$ cat src/rtl/uart_pkg.sv
// Shared UART definitions: parity-type codes, receiver/transmitter state
// encoding and the parity helper used to build or check the parity bit.
package uart_pkg;

    localparam logic [1:0] PAR_NONE = 2'b00;
    localparam logic [1:0] PAR_EVEN = 2'b01;
    localparam logic [1:0] PAR_MARK = 2'b10;
    localparam logic [1:0] PAR_ODD  = 2'b11;

    typedef enum logic [2:0] {
        IDLE   = 3'd0,
        START  = 3'd1,
        DATA   = 3'd2,
        PARITY = 3'd3,
        STOP   = 3'd4
    } uart_state_e;

    // Parity bit that accompanies a byte for the given parity type.
    function automatic logic parity_bit(input logic [7:0] data, input logic [1:0] ptype);
        logic p;
        case (ptype)
            PAR_EVEN: p = ^data;
            PAR_ODD:  p = ~^data;
            PAR_MARK: p = 1'b1;
            default:  p = 1'b0;
        endcase
        return p;
    endfunction

endpackage

$ cat src/rtl/uart_rx_sync.sv
// Reset-to-1 synchronizer for the asynchronous rx line plus a falling-edge
// detector on the synchronized value. The line idles high, so presetting the
// chain to 1 keeps reset release from looking like a start bit.
module uart_rx_sync #(
    parameter int SYNC_STAGES = 2
) (
    input  logic clk,
    input  logic rst_n,
    input  logic rx,
    output logic rxs,
    output logic rx_fall
);

    if (SYNC_STAGES < 2) begin : g_bad_stages
        $error("uart_rx_sync: SYNC_STAGES must be at least 2");
    end

    logic [SYNC_STAGES-1:0] sync_r;
    logic                   prev_r;

    // Shift the raw line through the metastability chain.
    always_ff @(posedge clk or negedge rst_n) begin
        if (!rst_n) begin
            sync_r <= {SYNC_STAGES{1'b1}};
        end else begin
            sync_r <= {sync_r[SYNC_STAGES-2:0], rx};
        end
    end

    // Remember the previous synchronized level for edge detection.
    always_ff @(posedge clk or negedge rst_n) begin
        if (!rst_n) begin
            prev_r <= 1'b1;
        end else begin
            prev_r <= rxs;
        end
    end

    assign rxs     = sync_r[SYNC_STAGES-1];
    assign rx_fall = prev_r & ~rxs;

endmodule

$ cat src/rtl/uart_rx.sv
// UART receive engine (8N1/8E1/8O1/8M1). Bit timing comes from baud_divisor,
// samples are taken mid-bit, good bytes are written to the RX FIFO and
// parity/framing/overrun errors are flagged as one-cycle pulses.
// Optional build macro UART_RX_MAJORITY_EN: each sample becomes a 2-of-3
// majority around the sample point, decided one clock later.
module uart_rx
    import uart_pkg::*;
#(
    parameter int CLK_FREQ    = 50000000,
    parameter int SYNC_STAGES = 2
) (
    input  logic        clk,
    input  logic        rst_n,
    input  logic        rx,
    input  logic [15:0] baud_divisor,
    input  logic [1:0]  i_parity_type,
    input  logic        i_fifo_full,
    output logic        o_fifo_wr_en,
    output logic [7:0]  rx_data,
    output logic        o_parity_err,
    output logic        o_frame_err,
    output logic        o_overrun_err,
    output logic        o_busy
);

    if (CLK_FREQ < 1) begin : g_bad_clk
        $error("uart_rx: CLK_FREQ must be positive");
    end

    logic        rxs_s;
    logic        rx_fall_s;
    logic [15:0] mid_s;
    logic [15:0] last_s;
    logic        cnt_wrap_s;
    logic [15:0] cnt_next_s;
    logic        bit_s;
    logic        start_hit_s;
    logic        bit_hit_s;
    logic [15:0] cnt_reload_s;

    uart_state_e state_r;
    logic [15:0] bit_cnt_r;
    logic [2:0]  data_idx_r;
    logic [7:0]  shift_r;
    logic        par_err_r;
    logic        wr_en_r;
    logic [7:0]  rx_data_r;
    logic        parity_err_r;
    logic        frame_err_r;
    logic        overrun_err_r;
    logic        busy_r;

    uart_rx_sync #(
        .SYNC_STAGES (SYNC_STAGES)
    ) u_sync (
        .clk     (clk),
        .rst_n   (rst_n),
        .rx      (rx),
        .rxs     (rxs_s),
        .rx_fall (rx_fall_s)
    );

    assign mid_s      = baud_divisor >> 1;
    assign last_s     = baud_divisor - 16'd1;
    assign cnt_wrap_s = (bit_cnt_r == last_s);
    assign cnt_next_s = cnt_wrap_s ? 16'd0 : (bit_cnt_r + 16'd1);

`ifdef UART_RX_MAJORITY_EN
    logic rxs_d1_r;
    logic rxs_d2_r;

    // Two-deep history of rxs so the majority sees point-1, point and point+1.
    always_ff @(posedge clk or negedge rst_n) begin
        if (!rst_n) begin
            rxs_d1_r <= 1'b1;
            rxs_d2_r <= 1'b1;
        end else begin
            rxs_d1_r <= rxs_s;
            rxs_d2_r <= rxs_d1_r;
        end
    end

    // Decisions land one clock after the nominal point; entering DATA with
    // the counter at 1 keeps every later sample point centred in its bit.
    assign bit_s        = (rxs_d2_r & rxs_d1_r) | (rxs_d2_r & rxs_s) | (rxs_d1_r & rxs_s);
    assign start_hit_s  = (bit_cnt_r == (mid_s + 16'd1));
    assign bit_hit_s    = (bit_cnt_r == 16'd0);
    assign cnt_reload_s = 16'd1;
`else
    assign bit_s        = rxs_s;
    assign start_hit_s  = (bit_cnt_r == mid_s);
    assign bit_hit_s    = cnt_wrap_s;
    assign cnt_reload_s = 16'd0;
`endif

    // Frame FSM: bit timing, shifting, error evaluation and registered strobes.
    always_ff @(posedge clk or negedge rst_n) begin
        if (!rst_n) begin
            state_r       <= IDLE;
            bit_cnt_r     <= 16'd0;
            data_idx_r    <= 3'd0;
            shift_r       <= 8'd0;
            par_err_r     <= 1'b0;
            wr_en_r       <= 1'b0;
            rx_data_r     <= 8'd0;
            parity_err_r  <= 1'b0;
            frame_err_r   <= 1'b0;
            overrun_err_r <= 1'b0;
            busy_r        <= 1'b0;
        end else begin
            wr_en_r       <= 1'b0;
            parity_err_r  <= 1'b0;
            frame_err_r   <= 1'b0;
            overrun_err_r <= 1'b0;
            case (state_r)
                IDLE: begin
                    bit_cnt_r <= 16'd0;
                    if (rx_fall_s) begin
                        state_r <= START;
                        busy_r  <= 1'b1;
                    end else begin
                        state_r <= IDLE;
                        busy_r  <= 1'b0;
                    end
                end
                START: begin
                    if (start_hit_s) begin
                        if (!bit_s) begin
                            state_r    <= DATA;
                            bit_cnt_r  <= cnt_reload_s;
                            data_idx_r <= 3'd0;
                            par_err_r  <= 1'b0;
                            busy_r     <= 1'b1;
                        end else begin
                            state_r   <= IDLE;
                            bit_cnt_r <= 16'd0;
                            busy_r    <= 1'b0;
                        end
                    end else begin
                        bit_cnt_r <= bit_cnt_r + 16'd1;
                    end
                end
                DATA: begin
                    bit_cnt_r <= cnt_next_s;
                    if (bit_hit_s) begin
                        shift_r    <= {bit_s, shift_r[7:1]};
                        data_idx_r <= data_idx_r + 3'd1;
                        if (data_idx_r == 3'd7) begin
                            state_r <= (i_parity_type != PAR_NONE) ? PARITY : STOP;
                        end else begin
                            state_r <= DATA;
                        end
                    end else begin
                        state_r <= DATA;
                    end
                end
                PARITY: begin
                    bit_cnt_r <= cnt_next_s;
                    if (bit_hit_s) begin
                        par_err_r <= (bit_s != parity_bit(shift_r, i_parity_type));
                        state_r   <= STOP;
                    end else begin
                        state_r <= PARITY;
                    end
                end
                STOP: begin
                    if (bit_hit_s) begin
                        state_r      <= IDLE;
                        bit_cnt_r    <= 16'd0;
                        busy_r       <= 1'b0;
                        parity_err_r <= par_err_r;
                        if (bit_s) begin
                            rx_data_r <= shift_r;
                            if (i_fifo_full) begin
                                overrun_err_r <= 1'b1;
                            end else begin
                                wr_en_r <= 1'b1;
                            end
                        end else begin
                            frame_err_r <= 1'b1;
                        end
                    end else begin
                        bit_cnt_r <= cnt_next_s;
                        state_r   <= STOP;
                    end
                end
                default: begin
                    state_r   <= IDLE;
                    bit_cnt_r <= 16'd0;
                    busy_r    <= 1'b0;
                end
            endcase
        end
    end

    assign o_fifo_wr_en  = wr_en_r;
    assign rx_data       = rx_data_r;
    assign o_parity_err  = parity_err_r;
    assign o_frame_err   = frame_err_r;
    assign o_overrun_err = overrun_err_r;
    assign o_busy        = busy_r;

endmodule

$ cat config.mk
export PLATFORM = sky130hd
export DESIGN_NAME = uart_rx
export DESIGN_NICKNAME = d
export VERILOG_FILES = /design/src/rtl/uart_pkg.sv /design/src/rtl/uart_rx_sync.sv /design/src/rtl/uart_rx.sv
export SDC_FILE = /design/constraint.sdc
export NUM_CORES = 1
export LEC_CHECK = 0
export ABC_CLOCK_PERIOD_IN_PS = 3200
export CAP_MARGIN = 10
export CORE_MARGIN = 2
export CORE_UTILIZATION = 45
export CTS_CLUSTER_SIZE = 40
export DETAILED_ROUTE_END_ITERATION = 8
export PLACE_DENSITY = 0.67
export SYNTH_ARGS = -nofsm -noshare
export SYNTH_HDL_FRONTEND = slang
export SYNTH_SLANG_ARGS = --single-unit
$ cat constraint.sdc
create_clock -name clk -period 3.2 [get_ports clk]
set_input_delay 0.48 -clock clk [delete_from_list [all_inputs] [get_ports clk]]
set_output_delay 0.48 -clock clk [all_outputs]
set_load 0.03 [all_outputs]
==> results_dict.tcl, run 1 <==
set metrics [dict create \
    required_ps 3390 \
    drv_slew 0 \
    fill_cells 560 \
    grt_pass1_vias 2201 \
    grt_setup_unrepaired "no" \
    max_clock_freq_mhz 331.2 \
    clk_path_buf_depth 2 \
    hold_violations 0 \
    grt_max_degree 48 \
    critPathKind "in2reg" \
    r2r_setup_slack_ps 780 \
    setup_violations 0 \
    firstDrtPassIters 4 \
    avgSynthCellArea_um2 9.642 \
    worstSetupStartpointType "input port" \
    yosysWarnings 0 \
    dr.first_iter.drc_count 87 \
    slew_headroom 0.3252 \
    ys_types 46 \
    vias_per_cell 5.363 \
    core_um2 6241 \
    die_area_um2 6995 \
    portBuffers 34 \
    routed_wl_um 6024 \
    p_leak_nw 1.585 \
    die_w_um 83.64 \
    wl_per_cell_um 14.27 \
    vias 2263 \
    async_flop_share 1.000 \
    tightest_slew_ps 1012 \
    hold_class "in2async" \
    drc 0 \
    dpl_cell_area_um2 3430 \
    crit_fanout 8 \
    grt.total_usage 0.1794 \
    cts_made_buffers 5 \
    cts-root-buf "clkbuf_8" \
    cts_sinks 47 \
    grt_pass1_wl_um 10200 \
    rr_endpoint "state_r[0]" \
    netlist_instances 296 \
    worstPathArrival_ps 3210 \
    hold_buffers 0 \
    end_kind "register" \
    crit_path_start "baud_divisor[6]" \
    final_nets 370 \
    gp_congestion 0.8811 \
    syn_area_um2 2854 \
    worst_skew_pair.late_latency_ps 310 \
    chipHeight_um 83.64 \
    antenna_cells 0 \
    max-vdd-ir-drop_mv 0.2386 \
    layout_min_cycle_time_ps 3019 \
    pin_count 35 \
    synth_edf_count 0 \
    synth-seq-cells 47 \
    synth_nets 322 \
    cts_tree "yes" \
    ctsResizeCount 0 \
    grt_overflow 0 \
    yosysSeqAreaShare 0.4134 \
    htreeDepth 2 \
    initial_core_util 0.4573 \
    num_rows 29 \
    cap_viol_max_count 0 \
    clk_pin_slew_ps 80 \
    r2r-start "bit_cnt_r[8]" \
    area_growth_pct 24.46 \
    final_area_um2 3552 \
    hold-worst-slack_ps 342.3 \
    finalCritPeriodShare 0.9435 \
    r2r_cells 8 \
    fin_skew_ps 11.57 \
    drive_above_1_share 0.1797 \
    synth_ff_type "dfrtp_1" \
    powerDensity_nw_per_um2 414.8 \
    dpl.hpwl_um 4609 \
    postCtsSetupBuffers 0 \
    ant_nets 0 \
    outcome "complete, no violations" \
    antenna_found_initial 0 \
]
critical path, cell delays in order:
cell	delay [ps]
clkdlybuf4s50_1	420
or4_4	540
buf_4	160
or3_1	310
a32o_1	260
a21o_1	170
and3b_2	250
nand4_1	150
buf_12	150
mux2_2	320
cell usage in the layout, fill, tap and decap left out, types with 9 or more instances in the layout:
master           synthesis  layout
buf_4                    1      22
clkdlybuf4s50_1          0      33
dfrtp_1                 44      44
mux2_2                  10      10
nand2_1                 17      17
nand3_1                 16      16
nand4_1                  9       9
nor2_1                  27      27
nor3_1                   9       9
xnor2_1                 25      25
xor2_1                  31      31
power by group:
group / switching (mW) / leakage (nW) / internal [mW] / total (mW)
logic: 0.152 / 0.896 / 0.160 / 0.311
clock network: 0.211 / 0.0548 / 0.235 / 0.446
registers: 0.0789 / 0.634 / 0.637 / 0.716
cells by family after synthesis:
group | synth area share
muxes | 0.06927
buffers and inverters | 0.03376
and+or+nand+nor | 0.2280
DFF | 0.4134
xor gates and xnor gates | 0.1719
AOI/OAI and AO/OA | 0.06620
adders and majority gates | 0.01754
through the flow:
step,utilization,cells,setup slack [ps],power [mW],TNS [ps]
final,0.5692,422,180.7,1.473,0
after global routing,0.5692,422,3.339,1.552,0
after CTS,0.5680,422,160.1,1.487,0
after detailed placement,0.5495,414,-171.1,1.039,-3184
after global placement,0.5495,414,-154.7,1.031,-2529
after floorplan,-,296,181.9,0.9107,0
metal layers:
layer	wire, um	up-vias	GRT usage	part of all wire
met5	0	-	0	0
met4	106	0	0.05865	0.018
met3	239	11	0.02770	0.040
met2	2728	42	0.2764	0.45
met1	2949	1091	0.2601	0.49
li1	-	1119	-	-
cells in the mapped netlist, types with 6 or more instances:
cell type,number,area share
and3_1,6,0.013
dfrtp_1,44,0.39
a21oi_1,7,0.012
nand2_1,17,0.022
o21ai_0,7,0.012
nand3_1,16,0.028
nor3_1,9,0.016
nor2b_1,6,0.013
nor4_1,7,0.015
xnor2_1,25,0.077
xor2_1,31,0.095
clkbuf_1,14,0.018
nor2_1,27,0.036
or3_1,7,0.015
nand4_1,9,0.020
mux2_2,10,0.039
flip-flops by register name, summed over array words and instances (netlist names):
name and flops:
u_sync.prev_r 1, state_r 3, shift_r 8, o_overrun_err 1
o_busy 1, o_parity_err 1, bit_cnt_r 16, rx_data 8
u_sync.sync_r 2, par_err_r 1, data_idx_r 3, o_fifo_wr_en 1
o_frame_err 1
worst max-delay path by stage:
stage,slack (ps),cells after the start,to
finish,180,10,rx_data[0]
CTS,160,9,shift_r[6]
floorplan,180,9,shift_r[2]
detailed placement,-170,9,shift_r[6]
global placement,-150,9,shift_r[5]
global route,3,11,state_r[0]
area by class of cell:
type                            count  area, um^2  area share
Clock buffer                        5       68.82     0.01937
Clock inverter                      3       46.29     0.01303
Inverter                            4       15.01    0.004227
Multi-Input combinational cell    227        1585      0.4463
Sequential cell                    47        1180      0.3322
Tap cell                           77       96.34     0.02712
Timing Repair Buffer               59       560.5      0.1578
(Power assumes the default switching activity.)
==> inputs of run 2 (changes only) <==
--- a/config.mk
+++ b/config.mk
@@ -7,11 +7,11 @@
 export LEC_CHECK = 0
 export ABC_CLOCK_PERIOD_IN_PS = 3200
 export CAP_MARGIN = 10
-export CORE_MARGIN = 2
 export CORE_UTILIZATION = 45
 export CTS_CLUSTER_SIZE = 40
 export DETAILED_ROUTE_END_ITERATION = 8
 export PLACE_DENSITY = 0.67
+export SETUP_SLACK_MARGIN = 0.02
 export SYNTH_ARGS = -nofsm -noshare
 export SYNTH_HDL_FRONTEND = slang
 export SYNTH_SLANG_ARGS = --single-unit
==> results_dict.tcl, run 2 (same netlist as run 1, synthesis figures left out) <==
set metrics [dict create \
    outcome "complete, no violations" \
    dpl.hpwl_um 4498 \
    hold-worst-slack_ps 351.4 \
    initial_core_util 0.4736 \
    drive_above_1_share 0.1977 \
    p_int_mw 1.116 \
    cts_made_buffers 5 \
    seqPwrFrac 0.460 \
    required_ps 3410 \
    slew_headroom 0.3212 \
    top_register "bit_cnt_r" \
    worst_skew_pair.late_latency_ps 300 \
    htreeDepth 2 \
    die_w_um 81.64 \
    power_frac_clock 0.338 \
    wl_per_cell_um 13.99 \
    hold_class "in2async" \
    grt_setup_unrepaired "no" \
    fin_util 0.6009 \
    p_leak_nw 1.623 \
    cap_viol_max_count 0 \
    cts_tree "yes" \
    final_nets 374 \
    gp_congestion 0.8251 \
    worstPathArrival_ps 3280 \
    powerDensity_nw_per_um2 430.1 \
    postCtsSetupBuffers 0 \
    r2r-start "bit_cnt_r[14]" \
    worstSetupStartpointType "input port" \
    fin_skew_ps 13.40 \
    max-vdd-ir-drop_mv 0.3011 \
    finalNonFillerCells 424 \
    firstDrtPassIters 4 \
    pin_count 35 \
    critPathKind "in2reg" \
    max_clock_freq_mhz 325.4 \
    num_rows 28 \
    cpPeakStageDelay_ps 550 \
    r2r_setup_slack_ps 770 \
    final_area_um2 3621 \
    switchingPower_mw 0.4414 \
    combinationalPowerShare 0.202 \
    setup_violations 0 \
    r2r_cells 8 \
    vias_per_cell 5.307 \
    largest_reg_flops 16 \
    drv_slew 0 \
    final_common_cell "dfrtp_1" \
    cp_slowest_cell "or4_4" \
    dpl_cell_area_um2 3457 \
    cts-root-buf "clkbuf_8" \
    cts_sinks 47 \
    layout_min_cycle_time_ps 3073 \
    cp_top_family "simple AND/OR/NAND/NOR gates" \
    vias 2250 \
    grt_max_degree 48 \
    grt_pass1_vias 2108 \
    finalPower_mw 1.557 \
    drc 0 \
    antenna_found_initial 0 \
    ant_nets 0 \
    dr.first_iter.drc_count 151 \
    clk_pin_slew_ps 100 \
    die_area_um2 6664 \
    crit_fanout 3 \
    switching_share 0.2834 \
    placed_cells 416 \
    end_kind "register" \
    mostFrequentLayoutCells "dfrtp_1, clkdlybuf4s50_1, xor2_1" \
    rr_endpoint "state_r[0]" \
    hold_violations 0 \
    antenna_cells 0 \
    tightest_slew_ps 1018 \
    path_cells "clkdlybuf4s50_1, or4_4, or3_4, a211oi_2, a31oi_1, nor3_2, nand2_2, or4b_1, a311oi_1" \
    chipHeight_um 81.64 \
    grt.total_usage 0.1974 \
    grt_overflow 0 \
    crit_buf_inv 1 \
    hold_buffers 0 \
    area_growth_pct 26.87 \
    grt_pass1_wl_um 9860 \
    portBuffers 34 \
    core_um2 6026 \
    routed_wl_um 5931 \
    clk_path_buf_depth 2 \
    finalCritPeriodShare 0.9603 \
]
## run 2: cell count changes in the layout (fill, tap and decap cells not counted), sizes merged
cell      before  now
clkinvlp       1    0
buf           26   30
bufinv         1    2
## run 2: worst max path at each step
stage / start / endpoint / slack (ps) / depth (start not counted)
after floorplan: baud_divisor[10] / shift_r[2] / 180 / 9
after global placement: baud_divisor[2] / shift_r[5] / -170 / 9
after detailed placement: baud_divisor[4] / data_idx_r[1] / -210 / 11
after CTS: baud_divisor[6] / state_r[0] / 110 / 10
after global routing: baud_divisor[6] / state_r[0] / 20 / 9
final: baud_divisor[6] / state_r[0] / 130 / 9
## run 2: final cells by class
type | count | area, um^2
multi-input combinational | 227 | 1602
sequential | 47 | 1180
timing repair buffer | 63 | 590.6
clock inverter | 3 | 71.32
fill | 549 | 2405
tap | 75 | 93.84
clock buffer | 5 | 68.82
inverter | 4 | 15.01
## run 2: per-stage QoR
stage,setup WS [ps],setup TNS [ps]
6_report,127.0,0
5_1_grt,24.42,0
4_1_cts,113.4,0
3_5_place_dp,-206.1,-4864
3_3_place_gp,-171.3,-4361
2_1_floorplan,181.9,0
## run 2: timing repair
action                                  CTS  global route
endpoints found under the setup margin    0            27
resized for setup                         0             5
endpoints found under the hold margin     0             0
## run 2: power groups by stage
| stage | clock network (mW) | registers (mW) | logic [mW] |
|---|---|---|---|
| after floorplan | 0 | 0.696 | 0.214 |
| after global placement | 0 | 0.726 | 0.307 |
| after detailed placement | 0 | 0.728 | 0.313 |
| after CTS | 0.541 | 0.716 | 0.315 |
| after global routing | 0.566 | 0.724 | 0.352 |
| final | 0.527 | 0.716 | 0.314 |
## run 2: layer usage
layer / up-vias / global-route usage / routed length (um)
met3: 2 / 0.04222 / 189
met1: 1094 / 0.2850 / 3064
met5: - / 0 / 0
met4: 0 / 0.04737 / 16
met2: 22 / 0.3017 / 2660
li1: 1132 / - / -
